**config.mk**
```make
export PLATFORM = sky130hd
export DESIGN_NAME = wb_uart_tx_sched
export DESIGN_NICKNAME = d
export VERILOG_FILES = /design/src/rtl/wb_uart_tx_sched.sv
export SDC_FILE = /design/constraint.sdc
export NUM_CORES = 1
export LEC_CHECK = 0
export ABC_CLOCK_PERIOD_IN_PS = 3100
export CORE_MARGIN = 8
export CORE_UTILIZATION = 40
export CTS_BUF_LIST = sky130_fd_sc_hd__clkbuf_8
export DETAILED_ROUTE_END_ITERATION = 7
export PLACE_DENSITY_LB_ADDON = 0.1
export REMOVE_ABC_BUFFERS = 1
export SLEW_MARGIN = 30
export SYNTH_ARGS = -nofsm -noshare
export SYNTH_HDL_FRONTEND = slang
export SYNTH_SLANG_ARGS = --single-unit
```
**constraint.sdc**
```tcl
create_clock -name clk_i -period 3.1 [get_ports clk_i]
set_input_delay 0.62 -clock clk_i [delete_from_list [all_inputs] [get_ports clk_i]]
set_output_delay 0.62 -clock clk_i [all_outputs]
set_load 0.01 [all_outputs]
```
**src/rtl/wb_uart_tx_sched.sv**
```systemverilog
// Wishbone master that funnels bytes from NUM_REQ requester FIFOs into one UART TX register,
// round-robin, one write per byte, with divider (re)programming and a stall watchdog.
module wb_uart_tx_sched #(
   parameter int          NUM_REQ         = 2,
   parameter int          FIFO_DEPTH_LOG2 = 2,
   parameter int          WB_DATA_WIDTH   = 32,
   parameter int          WB_ADDR_WIDTH   = 32,
   parameter logic [31:0] UART_BASE       = 32'h0,
   parameter logic [31:0] DIVIDER_INIT    = 32'd1,
   parameter int          TIMEOUT_W       = 20
) (
   input  logic                       clk_i,
   input  logic                       rst_i,
   input  logic [NUM_REQ-1:0]         req_valid_i,
   input  logic [8*NUM_REQ-1:0]       req_data_i,
   output logic [NUM_REQ-1:0]         req_ready_o,
   input  logic                       cfg_div_valid_i,
   input  logic [31:0]                cfg_div_i,
   output logic [WB_ADDR_WIDTH-1:0]   wbm_addr_o,
   output logic [WB_DATA_WIDTH-1:0]   wbm_data_o,
   output logic [WB_DATA_WIDTH/8-1:0] wbm_sel_o,
   output logic                       wbm_we_o,
   output logic                       wbm_cyc_o,
   output logic                       wbm_stb_o,
   input  logic                       wbm_ack_i,
   input  logic [WB_DATA_WIDTH-1:0]   wbm_data_i,
   output logic [NUM_REQ-1:0]         grant_o,
   output logic                       busy_o,
   output logic                       timeout_o
);

   localparam int DEPTH = 1 << FIFO_DEPTH_LOG2;
   localparam int CNT_W = FIFO_DEPTH_LOG2 + 1;
   localparam int IDX_W = (NUM_REQ > 1) ? $clog2(NUM_REQ) : 1;
   localparam int SEL_W = WB_DATA_WIDTH / 8;
   localparam logic [TIMEOUT_W-1:0] WD_ABORT_AT = ~TIMEOUT_W'(1);

   typedef enum logic [1:0] {ST_INIT, ST_IDLE, ST_XFER, ST_GAP} state_t;

   state_t                     state_reg, state_next;
   logic                       cyc_reg, we_reg;
   logic [WB_ADDR_WIDTH-1:0]   addr_reg;
   logic [WB_DATA_WIDTH-1:0]   data_reg;
   logic [SEL_W-1:0]           sel_reg;
   logic [NUM_REQ-1:0]         grant_reg;
   logic [IDX_W-1:0]           last_grant_reg;
   logic                       timeout_reg;
   logic                       cfg_pending_reg;
   logic [31:0]                cfg_value_reg;
   logic [TIMEOUT_W-1:0]       wd_reg;

   logic [NUM_REQ-1:0]         fifo_nonempty;
   logic [NUM_REQ-1:0][7:0]    head_byte;
   logic                       arb_found;
   logic [IDX_W-1:0]           arb_idx, arb_cand;
   logic [NUM_REQ-1:0]         arb_onehot;
   logic                       start_cfg, start_byte, xfer_end, wd_abort;
   logic                       unused_rdata;

   assign unused_rdata = ^wbm_data_i;

   genvar gi;
   generate
      for (gi = 0; gi < NUM_REQ; gi++) begin : g_fifo
         logic [7:0]                 mem [DEPTH];
         logic [FIFO_DEPTH_LOG2-1:0] wr_ptr_reg, rd_ptr_reg;
         logic [CNT_W-1:0]           count_reg;
         logic                       push, pop;

         assign req_ready_o[gi]   = (count_reg != CNT_W'(DEPTH)) && !rst_i;
         assign push              = req_valid_i[gi] && req_ready_o[gi];
         assign pop               = start_byte && (arb_idx == IDX_W'(gi));
         assign fifo_nonempty[gi] = (count_reg != '0);
         assign head_byte[gi]     = mem[rd_ptr_reg];

         always_ff @(posedge clk_i) begin
            if (push) mem[wr_ptr_reg] <= req_data_i[8*gi +: 8];
         end

         always_ff @(posedge clk_i) begin
            if (rst_i) begin
               wr_ptr_reg <= '0;
               rd_ptr_reg <= '0;
               count_reg  <= '0;
            end else begin
               if (push) wr_ptr_reg <= wr_ptr_reg + 1'b1;
               if (pop)  rd_ptr_reg <= rd_ptr_reg + 1'b1;
               if (push && !pop)      count_reg <= count_reg + 1'b1;
               else if (pop && !push) count_reg <= count_reg - 1'b1;
            end
         end
      end
   endgenerate

   // Round-robin: first non-empty FIFO after the last one served.
   always_comb begin
      arb_found  = 1'b0;
      arb_idx    = last_grant_reg;
      arb_cand   = '0;
      arb_onehot = '0;
      for (int k = 1; k <= NUM_REQ; k++) begin
         arb_cand = IDX_W'((int'(last_grant_reg) + k) % NUM_REQ);
         if (!arb_found && fifo_nonempty[arb_cand]) begin
            arb_found = 1'b1;
            arb_idx   = arb_cand;
         end
      end
      for (int i = 0; i < NUM_REQ; i++) arb_onehot[i] = (arb_idx == IDX_W'(i));
   end

   always_comb begin
      state_next = state_reg;
      start_cfg  = 1'b0;
      start_byte = 1'b0;
      xfer_end   = 1'b0;
      wd_abort   = 1'b0;
      case (state_reg)
         ST_INIT, ST_IDLE: begin
            if (cfg_pending_reg) begin
               start_cfg  = 1'b1;
               state_next = ST_XFER;
            end else if (arb_found) begin
               start_byte = 1'b1;
               state_next = ST_XFER;
            end
         end
         ST_XFER: begin
            if (wbm_ack_i) begin
               xfer_end   = 1'b1;
               state_next = ST_GAP;
            end else if (wd_reg == WD_ABORT_AT) begin
               xfer_end   = 1'b1;
               wd_abort   = 1'b1;
               state_next = ST_GAP;
            end
         end
         ST_GAP:  state_next = ST_IDLE;
         default: state_next = ST_IDLE;
      endcase
   end

   always_ff @(posedge clk_i) begin
      if (rst_i) state_reg <= ST_INIT;
      else       state_reg <= state_next;
   end

   always_ff @(posedge clk_i) begin
      if (rst_i) begin
         cyc_reg         <= 1'b0;
         we_reg          <= 1'b0;
         addr_reg        <= '0;
         data_reg        <= '0;
         sel_reg         <= '0;
         grant_reg       <= '0;
         last_grant_reg  <= IDX_W'(NUM_REQ - 1);
         timeout_reg     <= 1'b0;
         cfg_pending_reg <= 1'b1;
         cfg_value_reg   <= DIVIDER_INIT;
         wd_reg          <= '0;
      end else begin
         // A new request wins over the clear so a pulse during the start is not lost.
         if (cfg_div_valid_i) begin
            cfg_pending_reg <= 1'b1;
            cfg_value_reg   <= cfg_div_i;
         end else if (start_cfg) begin
            cfg_pending_reg <= 1'b0;
         end

         if (start_cfg) begin
            cyc_reg   <= 1'b1;
            we_reg    <= 1'b1;
            addr_reg  <= WB_ADDR_WIDTH'(UART_BASE);
            data_reg  <= WB_DATA_WIDTH'(cfg_value_reg);
            sel_reg   <= '1;
            grant_reg <= '0;
         end else if (start_byte) begin
            cyc_reg        <= 1'b1;
            we_reg         <= 1'b1;
            addr_reg       <= WB_ADDR_WIDTH'(UART_BASE + 32'd4);
            data_reg       <= WB_DATA_WIDTH'(head_byte[arb_idx]);
            sel_reg        <= SEL_W'(1);
            grant_reg      <= arb_onehot;
            last_grant_reg <= arb_idx;
         end else if (xfer_end) begin
            cyc_reg   <= 1'b0;
            we_reg    <= 1'b0;
            grant_reg <= '0;
         end

         if (wd_abort) timeout_reg <= 1'b1;

         if (start_cfg || start_byte)                 wd_reg <= '0;
         else if (state_reg == ST_XFER && wd_reg != '1) wd_reg <= wd_reg + 1'b1;
      end
   end

   assign wbm_cyc_o  = cyc_reg;
   assign wbm_stb_o  = cyc_reg;
   assign wbm_we_o   = we_reg;
   assign wbm_addr_o = addr_reg;
   assign wbm_data_o = data_reg;
   assign wbm_sel_o  = sel_reg;
   assign grant_o    = grant_reg;
   assign timeout_o  = timeout_reg;
   assign busy_o     = (state_reg != ST_IDLE) || (|fifo_nonempty) || cfg_pending_reg;

endmodule

```
Yosys cells after proc, flatten, opt, wreduce, memory -nomap -nowiden
Memories as Yosys holds them, arrays and structs flattened. A register that Yosys moved wholly into a read port is not among the register bits.
Index checks and enable logic that the tools add are counted.
{"block": "classes", "n_eq_ne": 10, "n_bitwise": 2, "order_cmp": 3, "n_addsub": 11, "n_reduce_logical": 36, "n_mux": 46}
{"operator": "$mux 32", "count": 2}
{"operator": "$mux 1", "count": 25}
{"operator": "$add 20x1->20 const B", "count": 1}
{"operator": "$eq 20x20->1 const B", "count": 1}
{"operator": "$mux 2", "count": 10}
{"operator": "$ne 20x20->1 const B", "count": 1}
{"operator": "$mux 8", "count": 2}
{"operator": "$logic_and 1x1->1", "count": 12}
{"operator": "$mux 3", "count": 4}
{"operator": "$ne 3x3->1 const B", "count": 4}
{"operator": "$reduce_or 2->1", "count": 5}
{"operator": "$reduce_bool 3->1", "count": 3}
{"operator": "$add 2x1->2 const B", "count": 4}
{"operator": "$mux 4", "count": 2}
{"operator": "$reduce_bool 2->1", "count": 4}
{"operator": "$add 3x1->3 const B", "count": 2}
{"operator": "$logic_not 1->1", "count": 6}
{"operator": "$lt 1x2->1 const B", "count": 3}
{"operator": "$pmux 2 s3", "count": 1}
{"operator": "$sub 3x1->3 const B", "count": 2}
{"operator": "$eq 2x2->1 const B", "count": 2}
{"operator": "$reduce_and 2->1", "count": 2}
{"operator": "$logic_or 1x1->1", "count": 3}
{"operator": "$add 1x1->1 const B", "count": 2}
{"operator": "4 further kinds", "count": 5}
{"block": "word_totals", "ram_bits": 64, "out_inout_bits": 77, "memories": 2, "reg_bits": 111}
{"name": "g_fifo[0].mem", "depth": 4, "width": 8, "rd": 1, "rd_clocked_by_memory_dff": 1, "write_ports": 1, "line": "65", "rtl": "logic [7:0] mem [DEPTH];"}
{"name": "g_fifo[1].mem", "depth": 4, "width": 8, "rd": 1, "rd_clocked_by_memory_dff": 1, "write_ports": 1, "line": "65"}

Depth between registers and ports, before layout
{"block": "logic_depth", "word_depth": 14, "ltp_mapped": 11, "depth_no_buf": 9}

Worst setup path before layout
No wires, ideal clock.
{"block": "synth_path", "kind": "input-to-reg", "from": "in rst_i", "to": "reg g_fifo[1].count_reg[2]", "path_buffers": 1, "setup_slack_ps": 556, "setup_time_ps": 71, "stages": 9, "arrival_ps": 2474, "cell_sequence": "a21oi_1 -> and2_1 -> clkbuf_1 -> ha_1 -> inv_1 -> fa_1 -> xor2_1 -> or3_1 -> a21oi_1"}
{"block": "synth_between", "elab_chain_len": 6, "word_cells_on_any_way": 8, "classes_between": "1 x mux; 7 x reduce/logical"}
{"element": "start: declaration", "line": "13", "rtl": "input logic rst_i,"}
{"element": "$logic_not 1->1 *", "line": "70", "rtl": "assign req_ready_o[gi] = (count_reg != CNT_W'(DEPTH)) && !rst_i;"}
{"element": "$logic_and 1x1->1 *", "line": "70"}
{"element": "$logic_and 1x1->1 *", "line": "71", "rtl": "assign push = req_valid_i[gi] && req_ready_o[gi];"}
{"element": "via g_fifo[1].push", "line": "68", "rtl": "logic push, pop;"}
{"element": "$logic_not 1->1", "line": "89", "rtl": "else if (pop && !push) count_reg <= count_reg - 1'b1;"}
{"element": "$logic_and 1x1->1", "line": "89"}
{"element": "$reduce_bool 2->1 (no line)"}
{"element": "end signal: assignment", "line": "88", "rtl": "if (push && !pop) count_reg <= count_reg + 1'b1;"}
{"element": "end signal: assignment", "line": "89"}
{"element": "end: declaration", "line": "67", "rtl": "logic [CNT_W-1:0] count_reg;"}
Mark *: on every way through the listed nets, which the timed path passes. The rest lies on a longest branch.
A chain may end at the register's enable or synchronous reset.

Worst setup path after layout
{"block": "layout_path", "from": "reg g_fifo[1].count_reg[0]", "to": "out busy_o"}
{"block": "layout_between", "elab_chain_len": 4}
{"element": "$reduce_bool 3->1", "line": "73", "rtl": "assign fifo_nonempty[gi] = (count_reg != '0);"}
{"element": "$reduce_or 2->1", "line": "205", "rtl": "assign busy_o = (state_reg != ST_IDLE) || (|fifo_nonempty) || cfg_pending_reg;"}
{"element": "$logic_or 1x1->1 (2 in a row)", "line": "205"}
{"element": "end: declaration", "line": "28", "rtl": "output logic busy_o,"}
Every way passes these cells.

==> impl_metrics.csv <==
group,metric,value,unit
status,status,"finished, final reports clean",
synth,synth_top_area_share,0.3165,
setup_path,cp_data_arrival_time,2.11,ns
synth,yosys-top-cells-count,"113 x dfxtp_1, 69 x nor2_1, 64 x edfxtp_1",
hold_path,holdPathStages,2,
clock_tree,clk_pin_slew,0.09,ns
placed_design,placedCellCount,887,
clock_tree,clockBufferDepth,2,
global_routing,grt_pass1_vias,4652,
timing,skew,0.01204,ns
setup_path,cp-start-kind,"flip-flop",
setup_path,r2r_cells,9,
detailed_routing,wl_per_cell,17.68,um
finish,syn_to_final_growth,20.46,%
synth,ys_seq_area_frac,0.5853,
power_and_ir_drop,switchingPower,0.001293,W
clock_tree,cts_sinks,177,
synth,synth-async-reset-ratio,0,
power_and_ir_drop,swShare,0.2659,
power_and_ir_drop,powerDensity,564.9,nW/um^2
clock_tree,cts_root_buf,"clkbuf_8",
synth,syn_inst,580,
detailed_routing,route.final.wire_length,16250,um
synth,synth_most_common_cell,"dfxtp_1",
flow_run,drv_cap,0,
timing,finalCritPeriodShare,0.8796,
timing,slew_violations,0,
power_and_ir_drop,p_int,0.003571,W
setup_path,reg2reg_slack,0.76,ns
timing,setup_viol,0,
placed_design,hpwl,11410,um
synth,synth_area_leader_cell,"dfxtp_1",
setup_path,criticalPathCategory,"reg2out",
finish,post-route-util,0.4843,
timing,slew_headroom,0.3758,
power_and_ir_drop,seqPwrFrac,0.538,
die,fp.dieW,149.7,um
power_and_ir_drop,pwr-share-clk,0.325,
detailed_routing,drcViolationCount,0,
detailed_routing,first_pass_iters,4,
power_and_ir_drop,p_comb_frac,0.137,
synth,ys_seq_elements,177,
timing,rsz0062_at_grt,"no",
die,die-area,22400,sq um
clock_tree,clk_latency,0.45,ns
timing,fmax,366.7,MHz
setup_path,r2r-start,"g_fifo[0].count_reg[0]",
power_and_ir_drop,vdd_ir_drop_max,0.3831,mV
clock_tree,cts_hold_buf,0,
synth,netlist_area,7148,sq um
synth,synth_top_cells_by_area,"dfxtp_1 32%, edfxtp_1 27%, mux4_2 5.0%",
timing,finalHoldViolCount,0,
synth,synth_ff_type,"dfxtp_1",
synth,yosysWarnings,0,
setup_path,critPathRequiredTime,2.48,ns
timing,post-route-min-period,2.727,ns
global_routing,antenna_found_initial,0,
die,core,17780,sq um
clock_tree,cts_tree,"done",
synth,synth_edf_count,64,
setup_path,rr_endpoint,"g_fifo[0].count_reg[2]",
die,placementRows,49,
finish,largest_reg_flops,64,
die,initial_core_util,0.4020,
detailed_routing,routed_via_density,5.007,
hold_path,hold_start,"cfg_value_reg[0]",
finish,nets,777,
timing,worst_hold_slack,0.4524,ns
setup_path,path_max_fanout,5,
hold_path,min_to,"wbm_data_o[0]",
global_routing,grt_usage,0.1471,
setup_path,cp-end-kind,"output port",
placed_design,portBuffers,99,
die,die_h,149.7,um
detailed_routing,drtAntennaViolNets,0,
global_routing,grt_overflow,0,
clock_tree,postCtsSetupBuffers,0,
global_routing,grt_pass1_wl,25450,um
placed_design,place_congestion,0.7437,
clock_tree,cts_buffers,17,
power_and_ir_drop,leakagePower,3.191,nW
synth,ys_types,53,
finish,drive_gt1_frac,0.1072,
timing,setup_tns,0,ns
finish,stdcell_count,919,
detailed_routing,vias,4601,
global_routing,grt_start_max_net_pins,27,
finish,antenna_cells,0,
detailed_routing,drt_iter0_markers,323,
timing,tightest_slew,0.9344,ns
clock_tree,cts_resized,0,
clock_tree,htreeDepth,4,
hold_path,holdCritPathClass,"reg2reg",
synth,syn_avg_cell_area,12.32,sq um
die,io_pins,163,
finish,nFillCells,1593,
-- worst max path at each step --
stage	start	endpoint	cells after the start	slack, ns
after CTS	g_fifo[0].count_reg[0]	busy_o	4	0.31
after floorplan	rst_i	g_fifo[1].count_reg[2]	8	0.65
after global routing	g_fifo[1].count_reg[0]	busy_o	4	0.24
after global placement	req_valid_i[1]	g_fifo[1].count_reg[2]	8	0.45
final	g_fifo[1].count_reg[0]	busy_o	4	0.37
after detailed placement	req_valid_i[1]	g_fifo[1].count_reg[2]	8	0.40
-- final cells by class --
type / instances / area, sq um / area share
Clock inverter: 15 / 160.2 / 0.01860
Multi-Input combinational cell: 356 / 2623 / 0.3046
Sequential cell: 177 / 4184 / 0.4859
Tap cell: 229 / 286.5 / 0.03328
Clock buffer: 17 / 234.0 / 0.02717
Timing Repair Buffer: 111 / 1071 / 0.1244
Inverter: 14 / 52.55 / 0.006103
-- power groups by stage --
stage | sequential (W) | clock [W] | combinational, W
2_1_floorplan | 0.00267 | 0 | 0.000336
3_3_place_gp | 0.00266 | 0 | 0.000657
3_5_place_dp | 0.00267 | 0 | 0.000674
4_1_cts | 0.00262 | 0.00163 | 0.000676
5_1_grt | 0.00264 | 0.00173 | 0.000731
6_report | 0.00262 | 0.00158 | 0.000668
-- cells by family after synthesis --
logic type,after synthesis,synth area share
flops,177,0.5853
compound gates,87,0.09347
buf+inv,77,0.06354
fa+ha+maj,14,0.02661
other cells,1,0.0005246
xor+xnor,20,0.02451
mux,51,0.09942
simple gates,153,0.1066
-- cells in the final DEF (no fill, tap or decap), types with 5 or more instances in the layout --
cell type,instances
a22oi_1,6
or3_1,6
nand3_1,11
o21ai_0,8
xor2_1,15
a21oi_1,24
a222oi_1,5
mux4_2,16
conb_1,31
edfxtp_1,64
and2_1,6
a22o_1,26
mux2i_1,35
buf_4,12
nor2_1,69
dfxtp_1,113
clkbuf_8,17
inv_1,14
nor3_1,7
and3_1,14
nand2_1,20
ha_1,12
xnor2_1,5
clkdlybuf4s50_1,97
-- through the flow --
step                      worst slack (ns)  area (sq um)  power, W
after floorplan                     0.6475          6859  0.003004
after global placement              0.4452          8217  0.003322
after detailed placement            0.3962          8217  0.003346
after CTS                           0.3125          8611  0.004925
after global routing                0.2355          8611  0.005100
final                               0.3732          8611  0.004864
-- worst max-delay path, stage by stage, from the launching register on --
cell and delay [ns]:
dfxtp_1 0.38, or3_4 0.44, nor2_1 0.20, nand3_1 0.13, clkdlybuf4s50_1 0.51
-- per-layer routing --
metal  vias up  global-route usage  wire, um  part of all wire
li1       2229                   -         -                 -
met1      2233              0.1841      7227              0.44
met2       124              0.2394      7781              0.48
met3        15             0.03901      1002             0.062
met4         0             0.05547       234             0.014
met5         -                   0         0                 0
Power figures use the tool's default switching activity.
==> edit 1 (config.mk and constraints unchanged) <==
`TIMEOUT_W`: 20 -> 10.
--- a/src/rtl/wb_uart_tx_sched.sv
+++ b/src/rtl/wb_uart_tx_sched.sv
@@ -9,3 +9,3 @@
    parameter logic [31:0] DIVIDER_INIT    = 32'd1,
-   parameter int          TIMEOUT_W       = 20
+   parameter int          TIMEOUT_W       = 10
 ) (
Function: same outputs for any inputs over 4 cycles, from zero or initial values and one cycle with rst_i high; that may be too few to reach the edited logic, so the function may still have changed.
==> edit 1 against the unedited design <==
Cell area decreased by 5.7%. Routed wire length decreased by 12%. Global-route usage decreased by 0.81 points. Total power decreased by 2.2%. Clock power increased by 3%. Area after synthesis decreased by 7.1%. Worst setup slack improved by 0.0030 ns. Sequential cell count decreased by 10. Combinational power decreased by 3.7%. Critical path type unchanged.
==> edit 1: results (changes against the unedited design) <==
STA
  – Fin worst setup slack: 0.376 ns (+0.00298 ns)
  – Clk_skew: 0.00861 ns (-0.00343 ns)
  – Worst Tran Pin Value: 0.722 ns (-0.212 ns)

Final layout
  – Non-clk bufs: 108 (-2.7%)
  – Layout cells sized above 1: 11.5% (+0.74 points)
  – Register fraction of the total cell area: 49.1% (+0.48 points)
  – CLK BUF: 18 (+1)
  – Multi-input combinational cell area: 0.00233 mm2 (-11%)
  – Data buffer area share: 12.9% (+0.48 points)
  – Nets: 715 (-8.0%)
  – Clk cell area share: 5.16% (+0.59 points)
  – Fill cell count: 1,484 (-6.8%)
  – Inverters: 16 (+2)

Critical path
  – CP Launch Point: g_fifo[1].count_reg[2]
  – Worst r2r src: g_fifo[0].count_reg[2]
  – Worst R2R Setup Slack: 0.39 ns (-0.37 ns)
  – Critical Path Fanout Max: 6 (+1)

Placement
  – Gp weighted congestion: 0.744 (about the same)
  – Worst slack at placement: 0.293 ns (-0.103 ns)
  – Placement Cell Area: 0.00770 mm2 (-6.3%)
  – Detailed Place HPWL: 10,100 um (-12%)

Drt
  – Routed WL: 14,300 um (-12%)
  – Initial DRC Count: 219 (-32%)
  – DRT Pass-1 Iters: 5 (+1)
  – Total vias in the final route: 4,123 (-10%)

Synthesis
  – Flops & latches, synth: 167 (-5.6%)
  – Synth cell count leaders: 103 x dfxtp_1, 64 x edfxtp_1, 57 x nor2_1, 37 x buf_4, 34 x mux2i_1
  – Main flop type after synthesis: dfxtp_1
  – Area contributors post-synth: dfxtp_1 31%, edfxtp_1 29%, mux4_2 5.4%, mux2i_1 5.1%, buf_4 4.2%
  – Seq/Total Area, Yosys: 60.0% (+1.4 points)
  – Fraction of registers with async set/reset: 0% (unchanged)

Power and ir drop
  – Pleak: 0.00299 uW (-6.3%)
  – PwrDens: 586 mW/mm2 (+3.7%)
  – Peak supply drop: 0.000290 V (-24%)

GRT
  – Overall Global Routing Usage: 13.9% (-0.81 points)
  – First-pass GRT wire length: 22,000 um (-13%)
  – Largest net degree at the start of global routing: 42 (+56%)

Run status
  – Status: finished clean

Clock tree
  – Clock latency on the worst-skew pair: 0.43 ns (-0.02 ns)
-- edit 1: cell count changes in the layout (fill, tap and decap cells not counted), moves of 6 or more --
cell / delta
xor2_1: -7
nand2_1: -9
nor3_1: -6
dfxtp_1: -10
and3_1: -14
nand3_1: -7
o21ai_0: +7
nor2_1: -13
-- edit 1: metrics by stage --
stage | hold slack, ns | instances
after CTS | 0.458 | 848
after detailed placement | 0.446 | 816
final | 0.448 | 848
after global routing | 0.479 | 848
after global placement | 0.439 | 816
after floorplan | 0.425 | 488
-- edit 1: cells by family (layout without fill, tap and decap cells) --
logic type	after synthesis	after routing	share of synthesized area, %
flops	167	167	60.0
simple gates	106	106	7.76
compound gates	91	91	10.4
buf+inv	76	156	6.74
mux	50	50	10.5
fa+ha+maj	14	14	2.86
xor+xnor	13	13	1.71
other cells	1	31	0.0564
-- edit 1: worst min-delay path by stage --
stage	cells after the start	slack (ns)	endpoint	from
2_1_floorplan	2	0.43	wbm_data_o[2]	cfg_value_reg[2]
3_5_place_dp	2	0.45	wbm_sel_o[0]	wbm_sel_o[0]
4_1_cts	2	0.46	wbm_sel_o[0]	wbm_sel_o[0]
6_report	2	0.45	wbm_sel_o[0]	wbm_sel_o[0]
3_3_place_gp	2	0.44	wbm_sel_o[0]	wbm_sel_o[0]
5_1_grt	2	0.48	wbm_data_o[2]	cfg_value_reg[2]
-- edit 1: routing by layer --
layer | share of wire [%] | up-vias | GRT usage (%)
li1 | - | 2008 | -
met1 | 46 | 2009 | 17.9
met2 | 47 | 101 | 22.1
met3 | 6.9 | 5 | 3.94
met4 | 0.53 | 0 | 4.60
met5 | 0 | - | 0
-- edit 1: power by group --
group | internal (uW) | total (uW) | switching, uW
clock network | 825 | 1630 | 802
registers | 2400 | 2490 | 90.0
logic | 309 | 643 | 333
total | 3530 | 4760 | 1230
==> edit 2 (same settings) <==
Without the edit above. Put one more register stage on the output `timeout_o`. The value now appears one clock later. The other outputs are not delayed to match.
--- a/src/rtl/wb_uart_tx_sched.sv
+++ b/src/rtl/wb_uart_tx_sched.sv
@@ -203,3 +203,5 @@
    assign grant_o    = grant_reg;
-   assign timeout_o  = timeout_reg;
+   always_ff @(posedge clk_i) begin
+      timeout_o <= timeout_reg;
+   end
    assign busy_o     = (state_reg != ST_IDLE) || (|fifo_nonempty) || cfg_pending_reg;
Behaviour: same outputs for any inputs over 4 cycles, from zero or initial values and one cycle with rst_i high; that may be too few to reach the edited logic, so the function may still have changed.
==> edit 2 against the unedited design <==
Routed wire length fell by 1.6%. Cell area rose by 0.55%. Total power rose by 2.6%. Worst setup slack got worse by 0.046 ns. Sequential power barely moved. Synthesized cell count rose by 0.17%. Area after synthesis rose by 0.28%. Worst hold slack got worse by 0.087 ns. Sequential cell count rose by 1. Critical path type unchanged.
==> edit 2: results (changes against the unedited design) <==
Synthesis
  – Cells after synthesis: 581 (+0.17%)
  – Area contributors post-synth: dfxtp_1 32%, edfxtp_1 27%, mux4_2 5.0%, mux2i_1 4.9%, buf_4 3.8%
  – Adder-cell share of the synthesized area: 2.65% (-0.0074 points)
  – Post-synthesis compound-gate area fraction: 9.32% (-0.026 points)
  – Mux cell area share after synthesis: 9.91% (-0.028 points)
  – Seq/Total Area, Yosys: 58.6% (+0.12 points)
  – Synth Area in XOR/XNOR: 2.44% (-0.0068 points)

Drt
  – Wirelength per Cell: 17.4 um (-1.6%)
  – Met3 WL post-DR: 934 um (-6.8%)
  – Vias per inst: 4.98 (-0.54%)
  – M1 WL: 7200 um (-0.35%)
  – Met2 wire len: 7530 um (-3.3%)
  – Initial DRC Count: 248 (-23%)

Power and ir drop
  – Sw frac: 26.3% (-0.30 points)
  – Pleak: 0.00321 uW (+0.63%)
  – PwrDens: 576 mW/mm2 (+2.0%)
  – Peak supply drop: 0.000310 V (-19%)

Final layout
  – Layout area overhead: 20.8%
  – Fill cell count: 1,592 (-0.063%)

Critical path
  – Worst R2R Setup Slack: 0.78 ns (+0.02 ns)
  – Reg2Reg Depth: 10 (+1)
  – Worst path arrival time: 2.15 ns (+0.04 ns)
  – CP Launch Point: g_fifo[0].count_reg[0]

GRT
  – Overall Global Routing Usage: 14.5% (-0.24 points)
  – M3 GR Usage: 4.02% (+0.12 points)
  – First-pass GRT wire length: 25,000 um (-1.6%)
  – Vias in the first global route: 4,586 (-1.4%)

Placement
  – Gp weighted congestion: 0.761 (+2.4%)
  – Detailed Place HPWL: 11,200 um (-1.5%)
  – Placement Cell Area: 0.00823 mm2 (+0.15%)
  – Worst slack at placement: 0.384 ns (-0.0126 ns)

STA
  – Worst slew margin: 39.6% (+2.0 points)
  – Fmax: 361 MHz (-1.6%)
  – Min Hold Slack: 0.366 ns (-0.0865 ns)

Run status
  – Status: finished clean

Min path
  – Hold path startpoint: timeout_reg
  – Hold path endpoint: timeout_o
==> edit 2: worst reg2reg max path: cells and delay by family, from the launching register on <==
family	cells	cell delay [ns]
AO/OA/AOI/OAI	2	0.28
XOR/XNOR	1	0.16
adder cells (fa/ha/maj)	2	0.58
buffers and inverters	2	0.21
flip-flops	1	0.44
AND/OR/NAND/NOR	3	0.59
==> edit 2: power groups by stage <==
stage	registers (uW)	clock network (uW)	logic (uW)
after floorplan	2680	0	336
after global placement	2680	0	651
after detailed placement	2690	0	663
after CTS	2630	1760	667
after global routing	2650	1850	723
final	2630	1700	658
==> edit 2: final cells by class <==
| class | instances | area share (%) |
|---|---|---|
| repair buffers | 110 | 12.3 |
| multi-input cells | 356 | 30.3 |
| well taps | 229 | 3.31 |
| inverters | 14 | 0.607 |
| clock buffers | 17 | 2.70 |
| flip-flops and latches | 178 | 48.6 |
| clock inverters | 15 | 2.25 |
